### config.mk
export PLATFORM = sky130hd
export DESIGN_NAME = line_tracker_flat
export DESIGN_NICKNAME = d
export VERILOG_FILES = /design/src/rtl/line_tracker_if.sv /design/src/rtl/line_tracker.sv /design/src/flat_wrapper.sv
export SDC_FILE = /design/constraint.sdc
export NUM_CORES = 1
export LEC_CHECK = 0
export ABC_AREA = 1
export CAP_MARGIN = 30
export CORE_MARGIN = 2
export CORE_UTILIZATION = 49
export DETAILED_ROUTE_END_ITERATION = 12
export GPL_ROUTABILITY_DRIVEN = 0
export GPL_TIMING_DRIVEN = 0
export PLACE_DENSITY = 0.68
export SLEW_MARGIN = 10
export SYNTH_ARGS = -nofsm -noshare
export SYNTH_HDL_FRONTEND = slang
export SYNTH_SLANG_ARGS = --single-unit
### constraint.sdc
create_clock -name clk -period 4.35 [get_ports clk]
set_input_delay 0.435 -clock clk [delete_from_list [all_inputs] [get_ports clk]]
set_output_delay 0.435 -clock clk [all_outputs]
set_load 0.05 [all_outputs]
### src/rtl/line_tracker_if.sv
// Bundle between the line sensor pins and the drive/turn-decision side of line_tracker.
// The master drives the raw sensor bits; the slave returns the steering code and status flags.
interface line_tracker_if;
    logic [4:0] sens;
    logic [3:0] dirControl;
    logic       junction;
    logic       lineLost;

    modport master (
        output sens,
        input  dirControl,
        input  junction,
        input  lineLost
    );

    modport slave (
        input  sens,
        output dirControl,
        output junction,
        output lineLost
    );
endinterface

### src/rtl/line_tracker.sv
// Line-sensor front end: 2-flop sync, tick-sampled debounce, pattern classification, line-loss FSM.
// Define LINE_TRACKER_SEARCH_EN to insert a timed SEARCH state between losing the line and halting.
module line_tracker #(
    parameter int unsigned SAMPLE_DIV   = 50_000,
    parameter int unsigned FILT_LEN     = 4,
    parameter int unsigned LOST_TIMEOUT = 200
) (
    input  logic          clk,
    input  logic          rst,
    line_tracker_if.slave bus
);
    localparam int unsigned       TICK_W    = (SAMPLE_DIV > 1) ? $clog2(SAMPLE_DIV) : 1;
    localparam logic [TICK_W-1:0] TICK_LAST = TICK_W'(SAMPLE_DIV - 1);
    localparam logic [3:0]        FILT_MAX  = 4'(FILT_LEN);
    localparam logic [3:0]        DC_HALT   = 4'b1111;
    localparam logic [4:0]        PAT_NONE  = 5'b00000;
    localparam logic [4:0]        PAT_ALL   = 5'b11111;

`ifdef LINE_TRACKER_SEARCH_EN
    localparam logic [15:0]       LOST_LAST = 16'(LOST_TIMEOUT - 1);

    typedef enum logic [1:0] {
        ST_TRACK  = 2'd0,
        ST_SEARCH = 2'd1,
        ST_HALT   = 2'd2
    } state_t;
`else
    typedef enum logic [1:0] {
        ST_TRACK  = 2'd0,
        ST_HALT   = 2'd2
    } state_t;
`endif

    logic [4:0]        sens_meta_reg;
    logic [4:0]        sens_sync_reg;
    logic [TICK_W-1:0] tick_cnt_reg;
    logic              tick;
    logic [4:0]        cand_reg;
    logic [4:0]        cand_next;
    logic [3:0]        stable_reg;
    logic [3:0]        stable_next;
    logic [3:0]        stable_inc;
    logic              accept;
    logic              cls_valid;
    logic [3:0]        cls_code;
    state_t            state_reg;
    state_t            state_next;
    logic [3:0]        dir_reg;
    logic [3:0]        dir_next;
    logic              junction_reg;
    logic              junction_next;
`ifdef LINE_TRACKER_SEARCH_EN
    logic [15:0]       lost_cnt_reg;
    logic [15:0]       lost_cnt_next;
`endif

    // Sensors are asynchronous to clk: two flops before anything looks at them.
    always_ff @(posedge clk or negedge rst) begin
        if (!rst) begin
            sens_meta_reg <= 5'b00000;
            sens_sync_reg <= 5'b00000;
        end else begin
            sens_meta_reg <= bus.sens;
            sens_sync_reg <= sens_meta_reg;
        end
    end

    assign tick = (tick_cnt_reg == TICK_LAST);

    always_ff @(posedge clk or negedge rst) begin
        if (!rst) begin
            tick_cnt_reg <= '0;
        end else if (tick) begin
            tick_cnt_reg <= '0;
        end else begin
            tick_cnt_reg <= tick_cnt_reg + TICK_W'(1);
        end
    end

    assign stable_inc = stable_reg + 4'd1;

    // Debounce: a pattern is accepted once when its run reaches FILT_LEN ticks;
    // the all-zero pattern keeps re-accepting while saturated so the loss timer can run.
    always_comb begin
        cand_next   = cand_reg;
        stable_next = stable_reg;
        accept      = 1'b0;
        if (tick) begin
            if (sens_sync_reg == cand_reg) begin
                if (stable_reg == FILT_MAX) begin
                    accept = (cand_reg == PAT_NONE);
                end else begin
                    stable_next = stable_inc;
                    accept      = (stable_inc == FILT_MAX);
                end
            end else begin
                cand_next   = sens_sync_reg;
                stable_next = 4'd1;
                accept      = (FILT_MAX == 4'd1);
            end
        end
    end

    always_ff @(posedge clk or negedge rst) begin
        if (!rst) begin
            cand_reg   <= 5'b00000;
            stable_reg <= 4'd0;
        end else begin
            cand_reg   <= cand_next;
            stable_reg <= stable_next;
        end
    end

    // The accepted pattern is always the current synchronized sample.
    always_comb begin
        cls_valid = 1'b1;
        cls_code  = 4'b0000;
        case (sens_sync_reg)
            5'b00100:           cls_code = 4'b0000;
            5'b01100, 5'b01000: cls_code = 4'b0101;
            5'b00110, 5'b00010: cls_code = 4'b1001;
            5'b11000, 5'b10000: cls_code = 4'b0110;
            5'b00011, 5'b00001: cls_code = 4'b1010;
            5'b11100, 5'b11110: cls_code = 4'b0111;
            5'b00111, 5'b01111: cls_code = 4'b1011;
            5'b11111:           cls_code = 4'b1111;
            default:            cls_valid = 1'b0;
        endcase
    end

`ifdef LINE_TRACKER_SEARCH_EN
    // Keep turning the way we last turned, but harder, while looking for the line.
    function automatic logic [3:0] search_code(input logic [1:0] turn);
        case (turn)
            2'b01:   return 4'b0110;
            2'b10:   return 4'b1010;
            2'b00:   return 4'b0000;
            default: return 4'b1111;
        endcase
    endfunction
`endif

    always_comb begin
        state_next    = state_reg;
        dir_next      = dir_reg;
        junction_next = 1'b0;
`ifdef LINE_TRACKER_SEARCH_EN
        lost_cnt_next = lost_cnt_reg;
`endif
        if (accept) begin
            if (sens_sync_reg == PAT_NONE) begin
                case (state_reg)
                    ST_TRACK: begin
`ifdef LINE_TRACKER_SEARCH_EN
                        state_next    = ST_SEARCH;
                        lost_cnt_next = 16'd0;
                        dir_next      = search_code(dir_reg[3:2]);
`else
                        state_next    = ST_HALT;
                        dir_next      = DC_HALT;
`endif
                    end
`ifdef LINE_TRACKER_SEARCH_EN
                    ST_SEARCH: begin
                        if (lost_cnt_reg == LOST_LAST) begin
                            state_next = ST_HALT;
                            dir_next   = DC_HALT;
                        end else begin
                            lost_cnt_next = lost_cnt_reg + 16'd1;
                        end
                    end
`endif
                    default: begin
                        state_next = state_reg;
                    end
                endcase
            end else if (cls_valid) begin
                state_next    = ST_TRACK;
                dir_next      = cls_code;
                junction_next = (sens_sync_reg == PAT_ALL);
            end
        end
    end

    always_ff @(posedge clk or negedge rst) begin
        if (!rst) begin
            state_reg    <= ST_TRACK;
            dir_reg      <= DC_HALT;
            junction_reg <= 1'b0;
`ifdef LINE_TRACKER_SEARCH_EN
            lost_cnt_reg <= 16'd0;
`endif
        end else begin
            state_reg    <= state_next;
            dir_reg      <= dir_next;
            junction_reg <= junction_next;
`ifdef LINE_TRACKER_SEARCH_EN
            lost_cnt_reg <= lost_cnt_next;
`endif
        end
    end

    assign bus.dirControl = dir_reg;
    assign bus.junction   = junction_reg;
    assign bus.lineLost   = (state_reg != ST_TRACK);

endmodule

### src/flat_wrapper.sv
// flat-port wrapper written by rule: the top's interface ports become plain ports
module line_tracker_flat 
#(
    parameter int unsigned SAMPLE_DIV   = 50_000,
    parameter int unsigned FILT_LEN     = 4,
    parameter int unsigned LOST_TIMEOUT = 200
)
  (clk, rst, bus_sens, bus_dirControl, bus_junction, bus_lineLost);
  line_tracker_if bus_i ();
  input  logic clk;
  input  logic rst;
  input wire logic [$bits(bus_i.sens)-1:0] bus_sens;
  output wire logic [$bits(bus_i.dirControl)-1:0] bus_dirControl;
  output wire logic [$bits(bus_i.junction)-1:0] bus_junction;
  output wire logic [$bits(bus_i.lineLost)-1:0] bus_lineLost;
  assign bus_i.sens = bus_sens;
  assign bus_dirControl = bus_i.dirControl;
  assign bus_junction = bus_i.junction;
  assign bus_lineLost = bus_i.lineLost;
  line_tracker #(.SAMPLE_DIV(SAMPLE_DIV), .FILT_LEN(FILT_LEN), .LOST_TIMEOUT(LOST_TIMEOUT)) u_core (.clk(clk), .rst(rst), .bus(bus_i));
endmodule
# Yosys cells after proc, flatten, opt, wreduce, memory -nomap -nowiden
# Index checks and enable logic that the tools add are counted.
# classes
addsub	2
n_mul	0
div	0
order_cmp	0
eq_ne	20
shifts	0
mux	17
bitwise	1
n_reduce_logical	15
# op_table
cell	n
4-bit case mux with 7 select lines	1
5-bit equality test (second input constant)	5
4-bit 2-to-1 mux	5
16-bit by 1-bit adder with 16-bit output (second input constant)	1
16-bit equality test (second input constant)	1
16-bit 2-to-1 mux	1
5-bit by 3-bit equality test with 1-bit output (second input constant)	3
5-bit by 4-bit equality test with 1-bit output (second input constant)	3
14-bit OR reduction	1
2-bit OR reduction	6
5-bit by 2-bit equality test with 1-bit output (second input constant)	2
5-bit logical NOT	2
4-bit by 3-bit equality test with 1-bit output (second input constant)	2
1-bit 2-to-1 mux	7
2-bit 2-to-1 mux	3
5-bit by 1-bit equality test with 1-bit output (second input constant)	1
5-bit equality test	1
4-bit by 1-bit adder with 4-bit output (second input constant)	1
2-bit != test (second input constant)	2
2-bit AND reduction	2
2-bit nonzero test	2
3-bit AND reduction	1
2-bit logical NOT	1
1-bit inverter	1
# totals
reg_bits	42
latchBits	0
mem_bits_rw	0
romBits	0
in_bits	7
out_inout_bits	6
wordCells	63
memories	0

# Depth between registers and ports, before layout
# logic_depth
ltp_word	6
mapped_depth	12
ltp_nobuf	12

# Least setup slack after synthesis
# No wires, ideal clock.
# synth_path
path_type	register to register
start	reg u_core.stable_reg[0]
end	reg u_core.state_reg[1]
setup_time_ns	0.119
t_arrival_ns	1.363
required_ns	4.231
path_slack_ns	2.867
path_stages_with_launch	12
n_path_buf	0
synth_period_minus_slack_ns	1.483
cell_sequence	dfrtp_1 ha_1 nand2_1 nand2_1 nor2_1 nand2_1 nand2_1 nand2_1 nor2_4 nand3_2 nand2_1 nand2_1
# synth_between
elab_chain_len	6
word_cells_on_any_way	7
cone_classes	add/sub (1); eq/ne (2); mux (3); reduce/logical (1)
# synth_rtl
element	line_no	source
from (decl)	line_tracker.sv:40	logic [3:0] stable_reg;
from (signal assigned)	line_tracker.sv:110	stable_reg <= stable_next;
4-bit by 1-bit adder with 4-bit output	line_tracker.sv:80	assign stable_inc = stable_reg + 4'd1;
4-bit by 3-bit equality test with 1-bit output	line_tracker.sv:94	accept = (stable_inc == FILT_MAX);
1-bit 2-to-1 mux (*)	line_tracker.sv:90	if (stable_reg == FILT_MAX) begin
1-bit 2-to-1 mux (*)	line_tracker.sv:89	if (sens_sync_reg == cand_reg) begin
1-bit 2-to-1 mux (*)	line_tracker.sv:88	if (tick) begin
3-bit AND reduction (no source line) (*)	n/a	
to (signal assigned)	line_tracker.sv:194	state_reg <= state_next;
to (decl)	line_tracker.sv:46	state_t state_reg;
# Every way passes the cells marked *; elsewhere a longest branch is shown, timed or not.
# A chain may end at the register's enable or synchronous reset.

# Worst setup path after layout
# layout_path
start	reg u_core.dir_reg[3], in the netlist u_core.bus.dirControl[3]
end	out bus_dirControl[3]
# layout_rtl
element	line_no	source
from (decl)	line_tracker.sv:48	logic [3:0] dir_reg;
from (signal assigned)	line_tracker.sv:195	dir_reg <= dir_next;
to (decl)	flat_wrapper.sv:13	output wire logic [$bits(bus_i.dirControl)-1:0] bus_dirControl;
# No word-level cell between the ends.

==> results.cfg <==
[layout]
layout-drive-gt1-share_pct = 12.7
largest_reg_flops = 16
final_nets = 285
synthToLayoutAreaGrowth_pct = 16.3
area.sequential_um2 = 1030
fin_util_pct = 60.3
multiInputGateArea_um2 = 916
nFillCells = 371
antenna_cells = 0

[clock_tree]
clockRootBuffer = clkbuf_8
cts_tree = built
htreeDepth = 2
ctsResizeCount = 0
numCtsBuffers = 5
insertion_delay_ns = 0.30
cts_buffer_depth = 2
cts_hold_buffers = 0
numClockSinks = 41
path_clk_slew_ns = 0.09
postCtsSetupRepairBufs = 0

[die]
rows = 23
die_area_um2 = 4830
core-area_um2 = 4060
pin_count = 13
fp.dieW_um = 69.5
die_y_um = 69.5
initial_core_util_pct = 51.8

[route]
firstDrtPassIters = 4
drc = 0
wirelength_um = 3630
vias = 1637
dr.first_iter.drc_count = 112
wire_per_inst_um = 11.2
postRouteAntennaNets = 0
vias_per_cell = 5.04

[worst_setup_path]
crit_family = buffers and inverters
slowest_delay_ns = 0.79
r2r_cells = 11
worst_ep_required_time_ns = 3.91
cp_slowest_cell = clkdlybuf4s50_1
end_kind = primary output
reg2reg_slack_ns = 2.62
crit_type = reg -> out
arrival_ns = 1.62
r2r_start = u_core.stable_reg[0]$_DFFE_PN0P_
cp-start-kind = flop
crit_fanout = 2
reg2reg_to = u_core.bus.dirControl[1]$_DFFE_PN1P_
path_buf_inv = 1
path_cells = clkdlybuf4s50_1

[global_routing]
overflow = 0
track_usage_pct = 17.3
grt_pass1_vias = 1474
antenna_found_initial = 0
grt_max_degree = 25
grt_pass1_wl_um = 6660

[power_and_ir_drop]
power_w = 0.000793
p_sw_w = 0.000164
clkPwrFrac_pct = 46.7
leakagePower_nw = 1.22
power.internal_w = 0.000630
switching_share_pct = 20.6
ir_drop_v = 0.000221
power-per-cell-area_nw_per_um2 = 324
comb_power_share_pct = 4.2
sequentialPowerShare_pct = 49.1

[timing]
slew_violations = 0
slew-limit-headroom_pct = 67.0
tightest_slew_ns = 0.494
finalSetupViolations = 0
fin_worst_skew_ns = 0.0105
fin_hold_ws_ns = 0.0688
clock.fmax_ghz = 0.487
hold_viol = 0
rsz0062_at_grt = false
tns_ns = 0
min_period_ns = 2.05
period_share_pct = 47.2

[status]
status = complete, no violations

[yosys]
netlist_area_um2 = 2100
seq_area_frac_synth_pct = 49.0
synth_seq_cells = 41
syn-num-nets = 265
ys_warn_count = 0
synthCells = 254
synth_cell_type_count = 30
syn_avg_cell_area_um2 = 8.28

[placed_design]
dp_hpwl_um = 2800
io_buffers = 12

[job]
drv_cap = 0

[worst_hold_path]
hp-class = in -> async
[cell usage after synthesis]
| cell | number | area [um^2] |
|---|---|---|
| nand2_1 | 58 | 218 |
| dfrtp_1 | 37 | 926 |
| inv_1 | 36 | 135 |
| nor2_1 | 33 | 124 |
| nand3_1 | 17 | 85.1 |
| o21ai_1 | 10 | 50.1 |
| nand4_1 | 9 | 56.3 |
| xor2_1 | 6 | 52.6 |
| a21oi_1 | 4 | 20.0 |
| dfstp_2 | 4 | 105 |
| ha_1 | 4 | 50.1 |
| nand2_2 | 4 | 25.0 |
| nor3_1 | 4 | 20.0 |
| xnor2_1 | 4 | 35.0 |
| inv_2 | 3 | 11.3 |
| nor2_2 | 3 | 18.8 |
| a31oi_1 | 2 | 12.5 |
| nor2_4 | 2 | 22.5 |
| nor3_4 | 2 | 32.5 |
| o21ai_0 | 2 | 10.0 |
| a21oi_2 | 1 | 8.76 |
| buf_2 | 1 | 5.00 |
| clkinv_1 | 1 | 3.75 |
| nand3_2 | 1 | 10.0 |
| nand3_4 | 1 | 17.5 |
| nor3b_2 | 1 | 12.5 |
| nor4_2 | 1 | 12.5 |
| o21a_1 | 1 | 7.51 |
| o21ai_2 | 1 | 8.76 |
| o22ai_1 | 1 | 6.26 |
[metal layers]
| layer | GRT usage, % | wire length (um) |
|---|---|---|
| met2 | 26.0 | 1620 |
| met1 | 24.4 | 1840 |
| met4 | 5.88 | 49 |
| met3 | 4.36 | 120 |
| met5 | 0 | 0 |
[metrics by stage]
| step | std cells | worst slack [ns] | cell area, um^2 |
|---|---|---|---|
| after global placement | 316 | 1.86 | 2280 |
| after detailed placement | 317 | 2.60 | 2310 |
| after CTS | 325 | 2.28 | 2440 |
| after global routing | 325 | 2.24 | 2440 |
| final | 325 | 2.30 | 2440 |
| after floorplan | 254 | 2.87 | 2100 |
[cell families after synthesis]
kind of cell    count (synthesis)  synth area share (%)
buf+inv                        41                  7.38
flops                          41                  49.0
xor+xnor                       10                  4.17
fa+ha+maj                       4                  2.38
compound gates                 22                  5.89
simple gates                  136                  31.1
[power groups by stage]
stage | Combinational, W | Clock (W) | Sequential [W]
after floorplan | 0.0000163 | 0 | 0.000396
final | 0.0000334 | 0.000371 | 0.000389
after global routing | 0.0000387 | 0.000401 | 0.000390
after CTS | 0.0000343 | 0.000378 | 0.000389
after global placement | 0.0000315 | 0 | 0.000397
after detailed placement | 0.0000342 | 0 | 0.000397
[worst max-delay path by stage]
stage	from	to	slack, ns	cells past startpoint
floorplan	u_core.stable_reg[0]$_DFFE_PN0P_	u_core.state_reg[1]$_DFFE_PN0P_	2.87	11
global placement	rst	u_core.cand_reg[0]$_DFFE_PN0P_	1.86	1
detailed placement	u_core.stable_reg[0]$_DFFE_PN0P_	u_core.state_reg[1]$_DFFE_PN0P_	2.60	11
CTS	u_core.bus.dirControl[2]$_DFFE_PN1P_	bus_dirControl[2]	2.28	1
global route	u_core.bus.dirControl[1]$_DFFE_PN1P_	bus_dirControl[1]	2.24	1
finish	u_core.bus.dirControl[3]$_DFFE_PN1P_	bus_dirControl[3]	2.30	1
[cells in the final DEF, fill, tap and decap left out, types with 3 or more instances in the layout]
| cell | count |
|---|---|
| nor3_1 | 4 |
| nor2_2 | 3 |
| nand4_1 | 9 |
| dfstp_2 | 4 |
| ha_1 | 4 |
| xor2_1 | 6 |
| clkbuf_8 | 5 |
| o21ai_1 | 10 |
| inv_2 | 3 |
| clkdlybuf4s50_1 | 11 |
| nor2_1 | 33 |
| nand3_1 | 17 |
| xnor2_1 | 4 |
| dfrtp_1 | 37 |
| nand2_1 | 58 |
| a21oi_1 | 4 |
| nand2_2 | 4 |
| inv_1 | 36 |
[layout make-up]
class / count / share of cell area [%]
sequential: 41 / 42.2
multi-input combinational: 172 / 37.5
inverter: 40 / 6.14
timing repair buffer: 13 / 5.83
clock buffer: 5 / 2.81
clock inverter: 3 / 2.81
tap: 50 / 2.56
buffer: 1 / 0.205
Power figures use the tool's default switching activity.
